==> config.mk <==
export PLATFORM = sky130hd
export DESIGN_NAME = rv_alu_issue
export DESIGN_NICKNAME = d
export VERILOG_FILES = /design/src/rtl/rv_alu_pkg.sv /design/src/rtl/rv_alu_issue_skid.sv /design/src/rtl/rv_alu_issue.sv
export SDC_FILE = /design/constraint.sdc
export NUM_CORES = 1
export LEC_CHECK = 0
export CAP_MARGIN = 20
export CORE_ASPECT_RATIO = 1.25
export CORE_UTILIZATION = 45
export DETAILED_ROUTE_END_ITERATION = 16
export PLACE_DENSITY = 0.78
export RECOVER_POWER = 25
export SYNTH_ARGS = -nofsm -noshare
export SYNTH_HDL_FRONTEND = slang
export SYNTH_SLANG_ARGS = --single-unit
export TNS_END_PERCENT = 1
==> constraint.sdc <==
create_clock -name clk -period 1.96 [get_ports clk]
set_input_delay 0.196 -clock clk [delete_from_list [all_inputs] [get_ports clk]]
set_output_delay 0.196 -clock clk [all_outputs]
set_load 0.02 [all_outputs]
==> src/rtl/rv_alu_pkg.sv <==
// rv_alu_pkg: ALU select codes, RV32I opcode/funct constants, issue payload struct and funct3-to-select helper
package rv_alu_pkg;
  typedef enum logic [3:0] {
    SEL_ADD  = 4'b0000,
    SEL_SUB  = 4'b0001,
    SEL_XOR  = 4'b0010,
    SEL_OR   = 4'b0011,
    SEL_AND  = 4'b0100,
    SEL_SLT  = 4'b0101,
    SEL_SLTU = 4'b0110,
    SEL_SLL  = 4'b0111,
    SEL_SRL  = 4'b1000,
    SEL_SRA  = 4'b1001,
    SEL_PASS = 4'b1111
  } alu_sel_t;
  localparam logic [6:0] OPC_OP     = 7'b0110011;
  localparam logic [6:0] OPC_OP_IMM = 7'b0010011;
  localparam logic [6:0] OPC_LUI    = 7'b0110111;
  localparam logic [6:0] OPC_AUIPC  = 7'b0010111;
  localparam logic [2:0] F3_ADD  = 3'b000;
  localparam logic [2:0] F3_SLL  = 3'b001;
  localparam logic [2:0] F3_SLT  = 3'b010;
  localparam logic [2:0] F3_SLTU = 3'b011;
  localparam logic [2:0] F3_XOR  = 3'b100;
  localparam logic [2:0] F3_SR   = 3'b101;
  localparam logic [2:0] F3_OR   = 3'b110;
  localparam logic [2:0] F3_AND  = 3'b111;
  localparam logic [6:0] F7_BASE = 7'b0000000;
  localparam logic [6:0] F7_ALT  = 7'b0100000;
  typedef struct packed {
    logic [31:0] op_a;
    logic [31:0] op_b;
    alu_sel_t    alu_sel;
    logic [4:0]  rd;
    logic        rd_we;
    logic        illegal;
  } issue_t;
  localparam issue_t ISSUE_RST = '{op_a: '0, op_b: '0, alu_sel: SEL_PASS, rd: '0, rd_we: 1'b0, illegal: 1'b0};
  function automatic alu_sel_t f3_sel(input logic [2:0] f3, input logic alt);
    case (f3)
      F3_ADD:  return alt ? SEL_SUB : SEL_ADD;
      F3_SLL:  return SEL_SLL;
      F3_SLT:  return SEL_SLT;
      F3_SLTU: return SEL_SLTU;
      F3_XOR:  return SEL_XOR;
      F3_SR:   return alt ? SEL_SRA : SEL_SRL;
      F3_OR:   return SEL_OR;
      default: return SEL_AND;
    endcase
  endfunction
endpackage

==> src/rtl/rv_alu_issue_skid.sv <==
// rv_skid_buffer: 2-entry valid/ready skid buffer; in side (in_valid/in_ready/in_data) -> main entry drives out side (out_valid/out_ready/out_data)
module rv_skid_buffer #(
  parameter int W = 8,
  parameter logic [W-1:0] RST = '0
) (
  input  logic         clk,
  input  logic         rst_n,
  input  logic         in_valid,
  output logic         in_ready,
  input  logic [W-1:0] in_data,
  output logic         out_valid,
  input  logic         out_ready,
  output logic [W-1:0] out_data
);
  logic [W-1:0] skid_d;
  always_ff @(posedge clk or negedge rst_n)
    if (!rst_n) begin
      out_valid <= 1'b0;
      out_data  <= RST;
      in_ready  <= 1'b1;
      skid_d    <= RST;
    end else if (!in_ready) begin
      if (!out_valid || out_ready) begin
        out_valid <= 1'b1;
        out_data  <= skid_d;
        in_ready  <= 1'b1;
      end
    end else if (in_valid && (!out_valid || out_ready)) begin
      out_valid <= 1'b1;
      out_data  <= in_data;
    end else if (in_valid) begin
      skid_d   <= in_data;
      in_ready <= 1'b0;
    end else if (out_ready) begin
      out_valid <= 1'b0;
    end
endmodule

==> src/rtl/rv_alu_issue.sv <==
// rv_alu_issue: RV32I decode/issue; in_valid/in_ready + in_instr/in_pc/in_rs1/in_rs2 -> out_valid/out_ready + op_a/op_b/alu_sel/rd/rd_we/illegal
module rv_alu_issue
  import rv_alu_pkg::*;
#(
  parameter int XLEN    = 32,
  parameter int SHAMT_W = 5
) (
  input  logic            clk,
  input  logic            rst_n,
  input  logic            in_valid,
  output logic            in_ready,
  input  logic [31:0]     in_instr,
  input  logic [XLEN-1:0] in_pc,
  input  logic [XLEN-1:0] in_rs1,
  input  logic [XLEN-1:0] in_rs2,
  output logic            out_valid,
  input  logic            out_ready,
  output logic [XLEN-1:0] op_a,
  output logic [XLEN-1:0] op_b,
  output logic [3:0]      alu_sel,
  output logic [4:0]      rd,
  output logic            rd_we,
  output logic            illegal
);
  issue_t dec, iss;
  function automatic issue_t decode(input logic [31:0] i, pc, rs1, rs2);
    issue_t d;
    logic sh;
    sh = i[14:12] == F3_SLL || i[14:12] == F3_SR;
    d = ISSUE_RST;
    d.rd = i[11:7];
    d.illegal = 1'b1;
    case (i[6:0])
      OPC_OP: begin
        d.op_a    = rs1;
        d.op_b    = sh ? {{(XLEN-SHAMT_W){1'b0}}, rs2[SHAMT_W-1:0]} : rs2;
        d.alu_sel = f3_sel(i[14:12], i[30]);
        d.illegal = !(i[31:25] == F7_BASE || (i[31:25] == F7_ALT && (i[14:12] == F3_ADD || i[14:12] == F3_SR)));
      end
      OPC_OP_IMM: begin
        d.op_a    = rs1;
        d.op_b    = sh ? {{(XLEN-SHAMT_W){1'b0}}, i[20+:SHAMT_W]} : {{20{i[31]}}, i[31:20]};
        d.alu_sel = f3_sel(i[14:12], i[14:12] == F3_SR && i[30]);
        d.illegal = sh && !(i[31:25] == F7_BASE || (i[31:25] == F7_ALT && i[14:12] == F3_SR));
      end
      OPC_LUI: begin
        d.op_a    = {i[31:12], 12'b0};
        d.illegal = 1'b0;
      end
      OPC_AUIPC: begin
        d.op_a    = pc;
        d.op_b    = {i[31:12], 12'b0};
        d.alu_sel = SEL_ADD;
        d.illegal = 1'b0;
      end
      default: ;
    endcase
    if (d.illegal) begin
      d.op_a    = '0;
      d.op_b    = '0;
      d.alu_sel = SEL_PASS;
    end
    d.rd_we = !d.illegal && i[11:7] != 5'd0;
    return d;
  endfunction
  assign dec = decode(in_instr, in_pc, in_rs1, in_rs2);
  rv_skid_buffer #(.W($bits(issue_t)), .RST(ISSUE_RST)) u_skid (
    .clk       (clk),
    .rst_n     (rst_n),
    .in_valid  (in_valid),
    .in_ready  (in_ready),
    .in_data   (dec),
    .out_valid (out_valid),
    .out_ready (out_ready),
    .out_data  (iss)
  );
  assign op_a    = iss.op_a;
  assign op_b    = iss.op_b;
  assign alu_sel = iss.alu_sel;
  assign rd      = iss.rd;
  assign rd_we   = iss.rd_we;
  assign illegal = iss.illegal;
endmodule
**Yosys cells after proc, flatten, opt, wreduce, memory -nomap -nowiden**

Cells that the tools add are included.

- Bits in registers: 152
- Input port bits: 132
- Output and inout bits: 77
- Logic and storage cells: 67

- Equal/unequal tests: 14
- Muxes and demuxes: 24
- Bitwise gates (word level): 1
- Reductions and logical operators: 24

Operator list:

| operator | number |
|---|---|
| $mux 75 | 3 |
| $pmux 36 s3 | 1 |
| $pmux 32 s3 | 1 |
| $mux 68 | 1 |
| $mux 32 | 2 |
| $pmux 4 s7 | 2 |
| $eq 7x6->1 const B | 3 |
| $eq 7x5->1 const B | 2 |
| $mux 1 | 13 |
| $eq 3x3->1 const B | 3 |
| $logic_not 7->1 | 1 |
| $eq 3x2->1 const B | 2 |
| $logic_and 1x1->1 | 6 |
| $ne 3x3->1 const B | 2 |
| $reduce_and 3->1 | 2 |
| $logic_or 1x1->1 | 5 |
| $reduce_bool 5->1 | 1 |
| $logic_not 1->1 | 4 |
| $reduce_or 2->1 | 2 |
| $eq 3x1->1 const B | 1 |
| $logic_not 3->1 | 1 |
| $pmux 1 s3 | 1 |
| $ne 2x2->1 const B | 1 |
| $reduce_and 2->1 | 1 |
| 2 further kinds | 2 |

**Depth between registers and ports, before layout**

- Depth in word-level cells: 10
- Depth in mapped cells: 8
- Depth with buffers taken out: 5

**By module**

Synthesis repeated with hierarchy kept, for this count alone.

- Cells, all modules: 651
- Area total of the unflattened synthesis: 8548.2 um^2

By module, submodules not included:

| module | times used | cells an instance | area each (um^2) |
|---|---|---|---|
| rv_skid_buffer | 1 | 409 | 6842.8 |
| rv_alu_issue | 1 | 242 | 1705.4 |

**Worst setup path before layout**

No wires, ideal clock.

- Path type: register -> register
- Start: register u_skid.in_ready
- End: register u_skid.skid_d[31]
- Library setup time: 143 ps
- Arrival: 1824 ps
- Data required time: 1817 ps
- Setup slack: -7 ps
- Stages on the path, launching flop included: 6
- Path buffers: 2
- Period minus slack after synthesis: 1967 ps
- Path through: dfstp_2 -> clkbuf_1 -> nand2_1 -> nor2_1 -> clkbuf_1 -> o22ai_1

- Longest elaborated chain between the ends: 1

RTL lines:

| item | line | source |
|---|---|---|
| from (decl) | rv_alu_issue_skid.sv:9 | `output logic in_ready,` |
| from (signal assigned) | rv_alu_issue_skid.sv:20 | `in_ready <= 1'b1;` |
| from (signal assigned) | rv_alu_issue_skid.sv:26 | `in_ready <= 1'b1;` |
| from (signal assigned) | rv_alu_issue_skid.sv:33 | `in_ready <= 1'b0;` |
| $reduce_and 3->1 (no source line) | -- |  |
| to (signal assigned) | rv_alu_issue_skid.sv:32 | `skid_d <= in_data;` |
| to (decl) | rv_alu_issue_skid.sv:15 | `logic [W-1:0] skid_d;` |

No other way between the ends.
A chain may end at the register's enable or synchronous reset.

**Worst setup path after layout**

- Start: input in_instr[25]
- End: register u_skid.out_data[26]

- Longest elaborated chain between the ends: 9
- Elaborated cells on any way between the ends: 13

RTL lines:

| item | line | source |
|---|---|---|
| from (decl) | rv_alu_issue.sv:12 | `input logic [31:0] in_instr,` |
| $eq 7x6->1 | rv_alu_issue.sv:38, rv_alu_issue.sv:44 |  |
| $logic_and 1x1->1 | rv_alu_issue.sv:44 | `d.illegal = sh && !(i[31:25] == F7_BASE \|\| (i[31:25] == F7_ALT && i[14:12] == F3_SR));` |
| $logic_or 1x1->1 | rv_alu_issue.sv:44 |  |
| $logic_not 1->1 | rv_alu_issue.sv:44 |  |
| $logic_and 1x1->1 | rv_alu_issue.sv:44 |  |
| $pmux 1 s3 (*) | rv_alu_issue.sv:33 | `case (i[6:0])` |
| $mux 68 (*) | rv_alu_issue.sv:58 | `if (d.illegal) begin` |
| $mux 75 (*) | rv_alu_issue_skid.sv:28 | `end else if (in_valid && (!out_valid \|\| out_ready)) begin` |
| $mux 75 (*) | rv_alu_issue_skid.sv:22 | `end else if (!in_ready) begin` |
| to (signal assigned) | rv_alu_issue_skid.sv:25 | `out_data <= skid_d;` |
| to (signal assigned) | rv_alu_issue_skid.sv:30 | `out_data <= in_data;` |
| to (decl) | rv_alu_issue_skid.sv:13 | `output logic [W-1:0] out_data` |

Every way passes the cells marked *; elsewhere a longest branch is shown, timed or not. The select of a mux whose other input is x is not followed.

==> summary.txt <==
drt pass-1 iters: 5
RSZ-0062 raised after global routing: true
Power Dens Cells: 693.2 mW/mm^2
FP Rows: 53
count leader, synth: dfrtp_1
number of flops mapped to enable cells by yosys: 0
family with the most delay on the worst path: simple AND/OR/NAND/NOR gates
crit-path cells: clkdlybuf4s50_1, or4_4, nor3_4, a31oi_4, or2_4, o21ai_2
most frequent cells after synthesis: 143 x dfrtp_1, 128 x nand2_1, 86 x a21oi_1, 54 x clkbuf_1, 51 x nor3b_1
final hold vios: 0
DR vias: 7325
Tcrit/Tclk final: 96.05%
largest net degree at the start of global routing: 53
# setup viols final: 0
core area: 0.01698 sq mm
VDD IR-drop max: 0.5327 mV
I/O pin cnt: 209
Leak: 4.586 nW
Hold WC Path Type: in -> reg
Final Wtd Congestion: 0.8840
Die H: 150.2 um
initial antenna violation count: 1
dpl cells: 1243
via/cell ratio: 5.732
yosys warns: 0
crit path max fanout: 20
CP bufs+invs: 1
fraction of layout cells with a size suffix above 1: 17.14%
Top FF cell, synth: dfrtp_1
Routed Wire Length: 24470 um
CTS clk-pin slew, worst paths: 70 ps
final slew viol count: 0
post-synth top area cell: dfrtp_1
Slew @ Worst Pin: 1186 ps
CTS Buf Count: 17
Mapped Nets: 960
clk_lat worst skew: 420 ps
post-synthesis sequential area ratio: 48.22%
grt ovf: 0
DP HPWL: 17380 um
Fin Setup TNS: 0 ps
CTS tree: built
async set or reset register ratio after synthesis: 100.0%
Final ANT Viol Nets: 0
Synth top area share: 45.23%
starting density of the core: 46.60%
Die W: 120.6 um
Clock Root Buffer: clkbuf_16
first-pass GRT wire length: 38180 um
crit path kind: in -> reg
Final Non-Filler Cells: 1278
post-synth cell types: 54
Setup Fix Bufs, Post-CTS: 0
Cells after Synth: 828
ranking of synthesized cells by area: dfrtp_1 45%, nand2_1 6.1%, a21oi_1 5.4%
Worst slew margin: 20.96%
Net count, final: 1175
slowest CP cell: or4_4
total track usage: 27.52%
Max Root-Sink Buffers: 2
min Tclk post-route: 1883 ps
Max-Cap Viols: 0
Area Overhead vs Synth: 41.20%
DR WL/cell: 19.15 um
Fillers: 1378
crit path launch type: primary input
flops & latches, synth: 152
Worst EP arrival: 2230 ps
PortBufs: 208
clk sinks: 152
WP data required: 2300 ps
vias in the first global route: 7188
htree depth: 4
Critical Path Max Stage Delay: 590 ps
Syn Std Cell Area: 0.007911 sq mm
CP Capture Type: flip-flop
Mapped Avg Cell Area: 9.555 sq um
drt first-iter violations: 557
outcome: finished, final reports clean
area of the die: 0.01812 sq mm
Clock Skew: 11.41 ps
DRC viols: 0
fmax: 531.2 MHz
-- flip-flops by register name, indices dropped and copies added, names as in the netlist --
name,count
u_skid.out_data,75
u_skid.skid_d,75
u_skid.in_ready,1
u_skid.out_valid,1
-- layout make-up --
cell class | count | area [sq um] | share of cell area (%)
Sequential cell | 152 | 3819 | 34.18
Multi-Input combinational cell | 581 | 3719 | 33.29
Timing Repair Buffer | 270 | 2711 | 24.27
Clock buffer | 18 | 429.2 | 3.842
Tap cell | 220 | 275.3 | 2.464
Clock inverter | 14 | 133.9 | 1.198
Inverter | 21 | 78.83 | 0.7056
Antenna cell | 2 | 5.005 | 0.04480
-- placed cells by master, fill, tap and decap left out, drive strengths merged, types with 2 or more instances in the layout --
| cell type | n |
|---|---|
| a221o | 17 |
| dfstp | 9 |
| a21oi | 86 |
| clkdlybuf4s50 | 204 |
| or3 | 4 |
| diode | 2 |
| dfrtp | 143 |
| inv | 30 |
| a31oi | 5 |
| nor2b | 4 |
| o21ai | 103 |
| nor3 | 22 |
| buf | 63 |
| clkinv | 5 |
| o22ai | 17 |
| a211oi | 2 |
| o31ai | 42 |
| nand2 | 128 |
| nor3b | 51 |
| nor2 | 20 |
| a22oi | 12 |
| clkbuf | 19 |
| mux2 | 12 |
| nand2b | 5 |
| o21a | 2 |
| mux2i | 25 |
| nand4 | 2 |
| nand3 | 5 |
| or4 | 2 |
| or2 | 2 |
-- metrics by stage --
step	hold slack [ps]	cell area (sq um)	setup WS (ps)	power [mW]	util, %
after global routing	266.8	11170	-25.22	7.997	65.79
after detailed placement	150.1	10590	-360.5	4.662	62.35
after CTS	223.4	11160	45.96	7.771	65.72
after floorplan	-99.59	7913	22.13	3.907	-
after global placement	147.5	10590	-308.7	4.651	62.35
final	242.4	11170	77.33	7.744	65.80
-- power breakdown --
part	total [mW]	leakage, nW	switching, mW	internal, mW
Clock	3.13	0.279	1.44	1.68
Combinational	1.32	2.24	0.724	0.599
Sequential	3.29	2.06	0.0601	3.23
-- timing repair --
| item | in CTS | in global routing |
|---|---|---|
| pin swaps | 0 | 8 |
| hold buffers | 1 | 0 |
| setup endpoints to repair | 1 | 30 |
| gates resized for setup | 1 | 3 |
| hold endpoints to repair | 42 | 0 |
-- kinds of logic (layout without fill, tap and decap cells) --
kind of cell / count (synthesis) / after routing / synth area share (%)
adders and majority gates: 1 / 1 / 0.1265
muxes: 37 / 37 / 4.871
DFF: 152 / 152 / 48.22
and+or+nand+nor: 247 / 247 / 15.88
buffers and inverters: 95 / 323 / 5.251
other: 0 / 2 / 0
AOI/OAI and AO/OA: 295 / 295 / 25.54
xor gates and xnor gates: 1 / 1 / 0.1107
-- tightest hold or removal path, stage by stage --
cell	delay, ps
buf_2	200
a21o_1	170
a211oi_1	90
-- per-layer routing --
metal	global-route usage [%]	wire [um]	vias to the layer above
met4	13.58	968	0
met3	4.432	1432	47
met2	46.01	12240	301
met1	34.68	9833	3565
li1	-	-	3412
met5	0	0	-
-- final timing paths --
path / start / end / slack [ps] / depth (start not counted)
worst min register to register: u_skid.skid_d[23]$_DFFE_PN0P_ / u_skid.skid_d[23]$_DFFE_PN0P_ / 470 / 2
worst max-delay path: in_instr[25] / u_skid.out_data[26]$_DFFE_PN0P_ / 80 / 6
worst min-delay path: in_instr[2] / u_skid.out_data[7]$_DFFE_PN1P_ / 240 / 3
max in group asynchronous: rst_n / u_skid.out_data[30]$_DFFE_PN0P_ / 390 / 3
worst max register to register: u_skid.in_ready$_DFF_PN1_ / u_skid.out_data[51]$_DFFE_PN0P_ / 110 / 5
min in group asynchronous: rst_n / u_skid.out_data[71]$_DFFE_PN0P_ / 560 / 2
No activity file was read; power rests on OpenSTA's default activity.
